===== src/rtl/fft_pkg.sv =====
// Shared types for the streaming FFT: FSM states, complex Q1.15 twiddle type,
// 64-point twiddle ROM (cos, -sin) and a bit-reverse helper.
package fft_pkg;

  typedef enum logic [1:0] {
    S_LOAD    = 2'd0,
    S_COMPUTE = 2'd1,
    S_UNLOAD  = 2'd2
  } state_e;

  typedef struct packed {
    logic signed [15:0] re;
    logic signed [15:0] im;
  } cplx_q15_t;

  localparam int TW_ROM_N = 32;

  // Entry 0 holds 32767 in place of +1.0; index 0 is bypassed in the butterfly anyway.
  localparam logic signed [15:0] TW_COS [TW_ROM_N] = '{
    16'sd32767,  16'sd32610,  16'sd32138,  16'sd31357,
    16'sd30274,  16'sd28899,  16'sd27246,  16'sd25330,
    16'sd23170,  16'sd20788,  16'sd18205,  16'sd15447,
    16'sd12540,  16'sd9512,   16'sd6393,   16'sd3212,
    16'sd0,     -16'sd3212,  -16'sd6393,  -16'sd9512,
   -16'sd12540, -16'sd15447, -16'sd18205, -16'sd20788,
   -16'sd23170, -16'sd25330, -16'sd27246, -16'sd28899,
   -16'sd30274, -16'sd31357, -16'sd32138, -16'sd32610
  };

  localparam logic signed [15:0] TW_NSIN [TW_ROM_N] = '{
    16'sd0,     -16'sd3212,  -16'sd6393,  -16'sd9512,
   -16'sd12540, -16'sd15447, -16'sd18205, -16'sd20788,
   -16'sd23170, -16'sd25330, -16'sd27246, -16'sd28899,
   -16'sd30274, -16'sd31357, -16'sd32138, -16'sd32610,
    16'sh8000,  -16'sd32610, -16'sd32138, -16'sd31357,
   -16'sd30274, -16'sd28899, -16'sd27246, -16'sd25330,
   -16'sd23170, -16'sd20788, -16'sd18205, -16'sd15447,
   -16'sd12540, -16'sd9512,  -16'sd6393,  -16'sd3212
  };

  function automatic cplx_q15_t tw_rom(input logic [4:0] k);
    cplx_q15_t w;
    w.re = TW_COS[k];
    w.im = TW_NSIN[k];
    return w;
  endfunction

  function automatic logic [5:0] bit_rev(input logic [5:0] v, input int bits);
    logic [5:0] r;
    r = '0;
    for (int i = 0; i < 6; i++) begin
      if (i < bits) r[3'(i)] = v[3'(bits - 1 - i)];
    end
    return r;
  endfunction

endpackage


===== src/rtl/fft_bfly.sv =====
// Combinational radix-2 DIT butterfly: t = W*b, x = a+t, y = a-t.
// Macro FFT_STAGE_SCALE_EN halves both outputs (floor) so a full transform scales by 1/N.
module fft_bfly #(
  parameter int DATA_W = 16,
  parameter int TW_W   = 16
) (
  input  logic signed [DATA_W-1:0] a_re_i,
  input  logic signed [DATA_W-1:0] a_im_i,
  input  logic signed [DATA_W-1:0] b_re_i,
  input  logic signed [DATA_W-1:0] b_im_i,
  input  logic signed [TW_W-1:0]   w_re_i,
  input  logic signed [TW_W-1:0]   w_im_i,
  input  logic                     bypass_i,
  output logic signed [DATA_W-1:0] x_re_o,
  output logic signed [DATA_W-1:0] x_im_o,
  output logic signed [DATA_W-1:0] y_re_o,
  output logic signed [DATA_W-1:0] y_im_o
);

  localparam int PW = DATA_W + TW_W + 1;

  logic signed [PW-1:0]     br, bi, wr, wi, p_re, p_im;
  logic signed [DATA_W-1:0] t_re, t_im;
`ifdef FFT_STAGE_SCALE_EN
  logic signed [DATA_W:0]   s_re, s_im, d_re, d_im;
`endif

  always_comb begin
    br   = PW'(b_re_i);
    bi   = PW'(b_im_i);
    wr   = PW'(w_re_i);
    wi   = PW'(w_im_i);
    p_re = br * wr - bi * wi;
    p_im = br * wi + bi * wr;
    if (bypass_i) begin
      t_re = b_re_i;
      t_im = b_im_i;
    end else begin
      t_re = DATA_W'(p_re >>> (TW_W - 1));
      t_im = DATA_W'(p_im >>> (TW_W - 1));
    end
`ifdef FFT_STAGE_SCALE_EN
    // Sum kept one bit wider so the halving cannot overflow.
    s_re   = (DATA_W+1)'(a_re_i) + (DATA_W+1)'(t_re);
    s_im   = (DATA_W+1)'(a_im_i) + (DATA_W+1)'(t_im);
    d_re   = (DATA_W+1)'(a_re_i) - (DATA_W+1)'(t_re);
    d_im   = (DATA_W+1)'(a_im_i) - (DATA_W+1)'(t_im);
    x_re_o = DATA_W'(s_re >>> 1);
    x_im_o = DATA_W'(s_im >>> 1);
    y_re_o = DATA_W'(d_re >>> 1);
    y_im_o = DATA_W'(d_im >>> 1);
`else
    x_re_o = a_re_i + t_re;
    x_im_o = a_im_i + t_im;
    y_re_o = a_re_i - t_re;
    y_im_o = a_im_i - t_im;
`endif
  end

endmodule


===== src/rtl/fft_stream.sv =====
// Streaming in-place radix-2 FFT: load N samples (bit-reversed), one butterfly per
// cycle, unload bins in natural order. Optional per-stage scaling via FFT_STAGE_SCALE_EN.
module fft_stream
  import fft_pkg::*;
#(
  parameter int LOG2N  = 3,
  parameter int DATA_W = 16,
  parameter int TW_W   = 16
) (
  input  logic                     clk,
  input  logic                     rst,
  input  logic                     in_valid,
  output logic                     in_ready,
  input  logic signed [DATA_W-1:0] in_re,
  input  logic signed [DATA_W-1:0] in_im,
  output logic                     out_valid,
  input  logic                     out_ready,
  output logic signed [DATA_W-1:0] out_re,
  output logic signed [DATA_W-1:0] out_im,
  output logic [LOG2N-1:0]         out_idx,
  output logic                     out_last,
  output logic                     busy
);

  localparam int N = 1 << LOG2N;

  state_e             state_q, state_d;
  logic [LOG2N-1:0]   cnt_q, cnt_d;
  logic [2:0]         stage_q, stage_d;
  logic signed [DATA_W-1:0] mem_re_q [N];
  logic signed [DATA_W-1:0] mem_im_q [N];

  logic [LOG2N-1:0]   one_s, mask_s, j_w, ia, ib, ld_addr;
  logic [4:0]         rom_idx;
  cplx_q15_t          tw;
  logic signed [31:0] c32, s32;
  logic signed [TW_W-1:0]   w_re, w_im;
  logic signed [DATA_W-1:0] x_re, x_im, y_re, y_im;

  // Butterfly addressing: j is the position within a group, twiddle k = j*N/2^(s+1).
  always_comb begin
    one_s   = LOG2N'(1) << stage_q;
    mask_s  = one_s - LOG2N'(1);
    j_w     = cnt_q & mask_s;
    ia      = ((cnt_q & ~mask_s) << 1) | j_w;
    ib      = ia | one_s;
    rom_idx = 5'(j_w) << (3'd5 - stage_q);
    tw      = tw_rom(rom_idx);
    c32     = {tw.re, 16'h0000};
    s32     = {tw.im, 16'h0000};
    w_re    = TW_W'(c32 >>> (32 - TW_W));
    w_im    = TW_W'(s32 >>> (32 - TW_W));
    ld_addr = LOG2N'(bit_rev(6'(cnt_q), LOG2N));
  end

  fft_bfly #(.DATA_W(DATA_W), .TW_W(TW_W)) u_bfly (
    .a_re_i   (mem_re_q[ia]),
    .a_im_i   (mem_im_q[ia]),
    .b_re_i   (mem_re_q[ib]),
    .b_im_i   (mem_im_q[ib]),
    .w_re_i   (w_re),
    .w_im_i   (w_im),
    .bypass_i (j_w == '0),
    .x_re_o   (x_re),
    .x_im_o   (x_im),
    .y_re_o   (y_re),
    .y_im_o   (y_im)
  );

  always_comb begin
    state_d = state_q;
    cnt_d   = cnt_q;
    stage_d = stage_q;
    unique case (state_q)
      S_LOAD: begin
        if (in_valid && in_ready) begin
          if (cnt_q == LOG2N'(N - 1)) begin
            cnt_d   = '0;
            state_d = S_COMPUTE;
          end else begin
            cnt_d = cnt_q + LOG2N'(1);
          end
        end
      end
      S_COMPUTE: begin
        if (cnt_q == LOG2N'(N / 2 - 1)) begin
          cnt_d = '0;
          if (stage_q == 3'(LOG2N - 1)) begin
            stage_d = '0;
            state_d = S_UNLOAD;
          end else begin
            stage_d = stage_q + 3'd1;
          end
        end else begin
          cnt_d = cnt_q + LOG2N'(1);
        end
      end
      S_UNLOAD: begin
        if (out_ready) begin
          if (cnt_q == LOG2N'(N - 1)) begin
            cnt_d   = '0;
            state_d = S_LOAD;
          end else begin
            cnt_d = cnt_q + LOG2N'(1);
          end
        end
      end
      default: state_d = S_LOAD;
    endcase
  end

  always_ff @(posedge clk) begin
    if (rst) begin
      state_q <= S_LOAD;
      cnt_q   <= '0;
      stage_q <= '0;
    end else begin
      state_q <= state_d;
      cnt_q   <= cnt_d;
      stage_q <= stage_d;
    end
  end

  // Register file is not reset; a new frame overwrites every entry before use.
  always_ff @(posedge clk) begin
    if (state_q == S_LOAD && in_valid && in_ready) begin
      mem_re_q[ld_addr] <= in_re;
      mem_im_q[ld_addr] <= in_im;
    end else if (state_q == S_COMPUTE && !rst) begin
      mem_re_q[ia] <= x_re;
      mem_im_q[ia] <= x_im;
      mem_re_q[ib] <= y_re;
      mem_im_q[ib] <= y_im;
    end
  end

  assign in_ready  = (state_q == S_LOAD) && !rst;
  assign out_valid = (state_q == S_UNLOAD);
  assign busy      = (state_q != S_LOAD);
  assign out_re    = out_valid ? mem_re_q[cnt_q] : '0;
  assign out_im    = out_valid ? mem_im_q[cnt_q] : '0;
  assign out_idx   = out_valid ? cnt_q : '0;
  assign out_last  = out_valid && (cnt_q == LOG2N'(N - 1));

endmodule


===== config.mk =====
export PLATFORM = sky130hd
export DESIGN_NAME = fft_stream
export DESIGN_NICKNAME = d
export VERILOG_FILES = /design/src/rtl/fft_pkg.sv /design/src/rtl/fft_bfly.sv /design/src/rtl/fft_stream.sv
export SDC_FILE = /design/constraint.sdc
export NUM_CORES = 2
export LEC_CHECK = 0
export ABC_AREA = 1
export BUFFER_PORTS_ARGS = -buffer_cell sky130_fd_sc_hd__clkbuf_2
export CORE_MARGIN = 4
export CORE_UTILIZATION = 38
export DETAILED_ROUTE_END_ITERATION = 8
export PLACE_DENSITY = 0.5
export SYNTH_ARGS = -nofsm -noshare
export SYNTH_HDL_FRONTEND = slang
export SYNTH_SLANG_ARGS = --single-unit

===== constraint.sdc =====
create_clock -name clk -period 12.6 [get_ports clk]
set_clock_uncertainty 0.05 [all_clocks]
set_input_delay 0.63 -clock clk [delete_from_list [all_inputs] [get_ports clk]]
set_output_delay 0.63 -clock clk [all_outputs]
set_load 0.02 [all_outputs]

# [Word-level counts from Yosys, hierarchy flattened]
# Memory sizes are Yosys's and may differ from the RTL's. A register that Yosys moved wholly into a read port is not among the register bits.
# Cells that the tools add are included.
[word_totals] register_bits=8 ram_bits=256 mem_bits_ro=1024 in_bits=36 output_inout_bits=39 memories=4
[memory_table] name="(name not given)" depth=32 word_bits=16 rd=1 rd_ports_with_merged_regs=0 write_ports=0 line="fft_pkg.sv:44" text="w.im = TW_NSIN[k];"
[memory_table] name="(name not given)" depth=32 word_bits=16 rd=1 rd_ports_with_merged_regs=0 write_ports=0 line="fft_pkg.sv:43" text="w.re = TW_COS[k];"
[memory_table] name="mem_im_q" depth=8 word_bits=16 rd=3 rd_ports_with_merged_regs=1 write_ports=2 line="fft_stream.sv:31" text="logic signed [DATA_W-1:0] mem_im_q [N];"
[memory_table] name="mem_re_q" depth=8 word_bits=16 rd=3 rd_ports_with_merged_regs=1 write_ports=2 line="fft_stream.sv:30" text="logic signed [DATA_W-1:0] mem_re_q [N];"
[classes] n_addsub=10 multipliers=4 order_cmp=1 n_eq_ne=11 shifts=2 mux=37 bitwise_logic=6 reduce_logical=16
[ops] operator="two-way mux 16 bit" n=10
[ops] operator="multiplier 16 x 16 -> 31 bit" n=4
[ops] operator="two-way mux 3 bit" n=12
[ops] operator="adder 16 bit" n=2
[ops] operator="OR reduction 16 bit" n=2
[ops] operator="subtractor 16 bit" n=2
[ops] operator="adder 31 bit" n=1
[ops] operator="subtractor 31 bit" n=1
[ops] operator="two-way mux 2 bit" n=6
[ops] operator="one-hot mux 3 bit (3 select lines)" n=1
[ops] operator="two-way mux 1 bit" n=7
[ops] operator="adder 3 x 1 -> 3 bit, second input constant" n=2
[ops] operator="== test 3 x 2 -> 1 bit, second input constant" n=2
[ops] operator="greater-or-equal comparator 6 bit, second input constant" n=1
[ops] operator="logical AND 1 bit" n=6
[ops] operator="!= test 2 x 1 -> 1 bit, second input constant" n=3
[ops] operator="!= test 2 bit, second input constant" n=3
[ops] operator="NOT 5 -> 6 bit" n=1
[ops] operator="bitwise OR 3 bit" n=2
[ops] operator="one-hot mux 2 bit (3 select lines)" n=1
[ops] operator="AND reduction 6 bit" n=1
[ops] operator="left shift 3 x 3 -> 5 bit" n=1
[ops] operator="AND 3 bit" n=1
[ops] operator="== test 3 bit, second input constant" n=1
[ops] operator="14 further kinds" n=14

# [Logic depth before layout (Yosys ltp)]
[depth] ltp_word=13 mapped_depth=71 depth_no_buf=68

# [By module]
# A second synthesis with hierarchy kept.
[unflattened] cells_unflattened=8577 area_unflattened_um2=63955.1
[modules_own_cells] module="fft_bfly" n_inst=1 cells_per_inst=5637 area_per_inst_um2=43872.1 seq_area_each_um2=0.0
[modules_own_cells] module="fft_stream" n_inst=1 cells_per_inst=2940 area_per_inst_um2=20083.0 seq_area_each_um2=7907.6

# [Least setup slack after synthesis]
# No wires, ideal clock.
[synth_timing] kind="reg2reg" start="register stage_q[0]" end="memory mem_re_q[0][14] (data pin)" arrival_time_ns=11.027 setup_slack_ns=1.252 path_stages_with_launch=58 path_buffers=0 path_cell_list="dfxtp_1 inv_2 nor3_2 inv_1 ha_1 nor2_1 nand2_1 nand2_1 nand2_2 inv_1 ha_1 inv_1 nand3_1 nand2_1 nand3_1 nand3_1 nand2_1 inv_1 [... 22 more ...] inv_1 ha_1 inv_1 o31ai_1 inv_1 o21ai_0 nand3_1 nand2_1 nand3_1 nand2_1 a21oi_1 o21bai_1 a21oi_1 o21ai_0 xor2_1 o21ai_1 nand2_1 o21ai_0"
[synth_lines] item="start, declared" line="fft_stream.sv:29" text="logic [2:0] stage_q, stage_d;"
[synth_lines] item="start signal, assigned" line="fft_stream.sv:120" text="stage_q <= stage_d;"
[synth_lines] item="end, declared" line="fft_stream.sv:30"

==> flow_summary.yaml <==
status:
  outcome: "finished clean"
critical_path:
  cp-start-kind: "flip-flop"
  reg2reg_from: "stage_q[1]"
  worstSetupEndpointType: "flip-flop"
  path_common_cell: "inv_1"
  reg2regPathDepth: 57
  critPathTopFamily: "adder cells"
  critPathMaxStageDelay_ns: 0.65
  cp.buffers_inverters: 18
  critical-path-slowest-cell: "fa_2"
  r2r_slack_ns: 0.51
  r2r-end: "mem_im_q[3][14]"
  required_ns: 12.85
  path_depth: 57
  crit_fanout: 13
  cp.arrival_ns: 12.34
  crit_type: "flip-flop to flip-flop"
clock_tree:
  cts_tree: "built"
  cts_buffer_depth: 3
  holdBufCountCts: 0
  insertion_delay_ns: 0.60
  cts_htree_levels: 1
  cts_sinks: 267
  numCtsBuffers: 28
  clkTransAtPathRegs_ns: 0.07
  cts_root_buf: "clkbuf_16"
synthesis:
  avgSynthCellArea_um2: 7.984
  ys_async_sr_fraction_pct: 0
  synth_top_area_share_pct: 37.60
  synth_edf_count: 256
  synth_top_cell_by_area: "fa_1"
  synth_seq_cells: 267
  yosysSeqAreaShare_pct: 13.22
  synth_ff_type: "edfxtp_1"
  ys_warn_count: 0
  synth_fp_nets: 9016
  syn_inst: 7490
  synthTopCellsByArea: "fa_1 38%, edfxtp_1 13%, inv_1 10%"
  syn_area_um2: 59800
  yosys.cell_types.count: 63
timing:
  rsz0062_at_grt: "yes"
  max_freq_mhz: 82.74
  hold_violations: 0
  finalSetupViolCount: 0
  slew_headroom_pct: 17.43
  period_share_pct: 95.92
  worst_pin_slew_ns: 1.239
  drv_slew: 0
  period_needed_ns: 12.09
global_route:
  grt_max_degree: 225
  grt_util_met3_pct: 4.083
  grtUsageTotal_pct: 28.95
  grt_util_met2_pct: 45.62
  grt_remaining_overflow: 0
  grtUsageMet1_pct: 40.77
  antenna_found_initial: 6
  busiest_layer: "met2"
  grt_pass1_wl_um: 349300
  grt_pass1_vias: 51870
hold_path:
  hold_start: "rst"
  min_path_type: "input pin to flip-flop"
  hold_depth: 2
  whs_endpoint: "state_q[0]"
run:
  drv_cap: 0
final_layout:
  area_delta_synth_final_pct: 13.75
  fillCellCount: 15780
  drive_gt1_share_pct: 11.62
  finalCoreUtilization_pct: 43.49
  nNetsFinal: 9319
floorplan:
  core_um2: 156400
  chipHeight_um: 404.7
  num_rows: 145
  fp.dieW_um: 404.7
  ios: 75
  die-area_um2: 163800
  start_util_pct: 38.24
placement:
  gp_congestion: 0.9635
  hpwl_um: 186500
  port-buffer-count: 74
routing:
  viasPerCell: 5.275
  wl_um: 235500
  drt_iter0_markers: 4912
  drc_errors: 0
  drtPass1Iterations: 6
  drtAntennaViolNets: 0
  vias: 52090
  drt-wirelength-per-cell_um: 23.85
-- sequential cells by signal, summed over array words and instances (netlist names), named ones only --
name	flops
mem_im_q	128
mem_re_q	128
cnt_q	3
state_q	2
stage_q	3
-- worst register-to-register path: cells and delay by family, from the launching register on --
kind	cells	cell delay, ns
xor+xnor	2	0.31
buf+inv	18	2.22
flops	1	0.35
simple gates	18	2.52
fa+ha+maj	11	5.21
compound gates	8	1.17
-- cells in the final DEF (no fill, tap or decap), drive strengths merged, types with 2 or more instances in the layout --
cell	n
a21boi	3
o2111ai	18
ha	367
o21a	3
o221ai	3
edfxtp	256
a21oi	288
diode	5
o21ai	698
buf	555
nand2	1404
a21o	6
nor4	2
clkinvlp	13
or2	30
o21bai	8
o22ai	49
fa	1123
mux2i	11
a211oi	5
a211o	2
xor2	67
a22oi	19
nor3	9
nand3b	9
a221oi	16
nand3	142
o311ai	4
o31ai	8
a221o	2
a31oi	40
clkbuf	110
dfxtp	11
nand4	11
inv	1674
o211ai	47
clkinv	24
xnor2	44
bufinv	2
nor2	723
-- cell usage after synthesis, types with 40 or more instances --
cell / count
o211ai_1: 47
nand3_1: 133
nand2_1: 1384
nor2_1: 715
a31oi_1: 40
ha_1: 367
xnor2_1: 44
o22ai_1: 49
o21ai_0: 659
edfxtp_1: 256
inv_1: 1663
fa_1: 1123
xor2_1: 67
a21oi_1: 286
clkbuf_1: 310
-- per-stage QoR --
step           cell area [um2]  setup WS [ns]  hold slack [ns]  std cells   TNS, ns
2_1_floorplan            59800          1.252           0.4350       7490         0
6_report                 68020         0.5144           0.3213       9875         0
3_3_place_gp             66500       -0.02203           0.5268       9806   -0.1588
4_1_cts                  67380        0.01081           0.2965       9855         0
5_1_grt                  68010       -0.01970           0.3372       9870   -0.1754
3_5_place_dp             66500       -0.01046           0.5281       9806  -0.01046
-- worst max path at each step --
stage	from	end	slack, ns
detailed placement	stage_q[0]	mem_re_q[0][15]	-0.01
global route	stage_q[1]	mem_im_q[3][15]	-0.02
floorplan	stage_q[0]	mem_re_q[0][14]	1.25
CTS	stage_q[0]	mem_im_q[2][14]	0.01
finish	stage_q[1]	mem_im_q[3][14]	0.51
global placement	stage_q[0]	mem_re_q[3][14]	-0.02
-- logic make-up after synthesis --
group / share of synthesized area [%]
AOI/OAI and AO/OA: 11.24
xor gates and xnor gates: 1.626
adders and majority gates: 45.28
buffers and inverters: 13.00
DFF: 13.22
muxes: 0.1841
and+or+nand+nor: 15.46
-- area by class of cell --
cell class / instances / area, um2 / area share (%)
Clock inverter: 13 / 112.6 / 0.1656
Tap cell: 2058 / 2575 / 3.786
Inverter: 1700 / 6430 / 9.453
Sequential cell: 267 / 7916 / 11.64
Clock buffer: 36 / 752.0 / 1.106
Multi-Input combinational cell: 5167 / 44790 / 65.84
Timing Repair Buffer: 629 / 5434 / 7.989
Antenna cell: 5 / 12.51 / 0.01839
-- per-layer routing --
layer	vias up	wire, um	share of wire [%]
met5	-	13	0.0055
met4	2	11670	5.0
met3	421	19950	8.5
met2	2263	105400	45
met1	25990	98500	42
li1	23410	-	-
-- timing repair --
item                                    4_1_cts  5_1_grt
cloned                                        0        0
pin swaps                                     0       25
endpoints found under the setup margin       16      136
setup buffers                                 0       15
gates resized for setup                       5      157
Power is not shown: default switching activity piles up to over one toggle a cycle in this logic, so the estimate is an artifact.
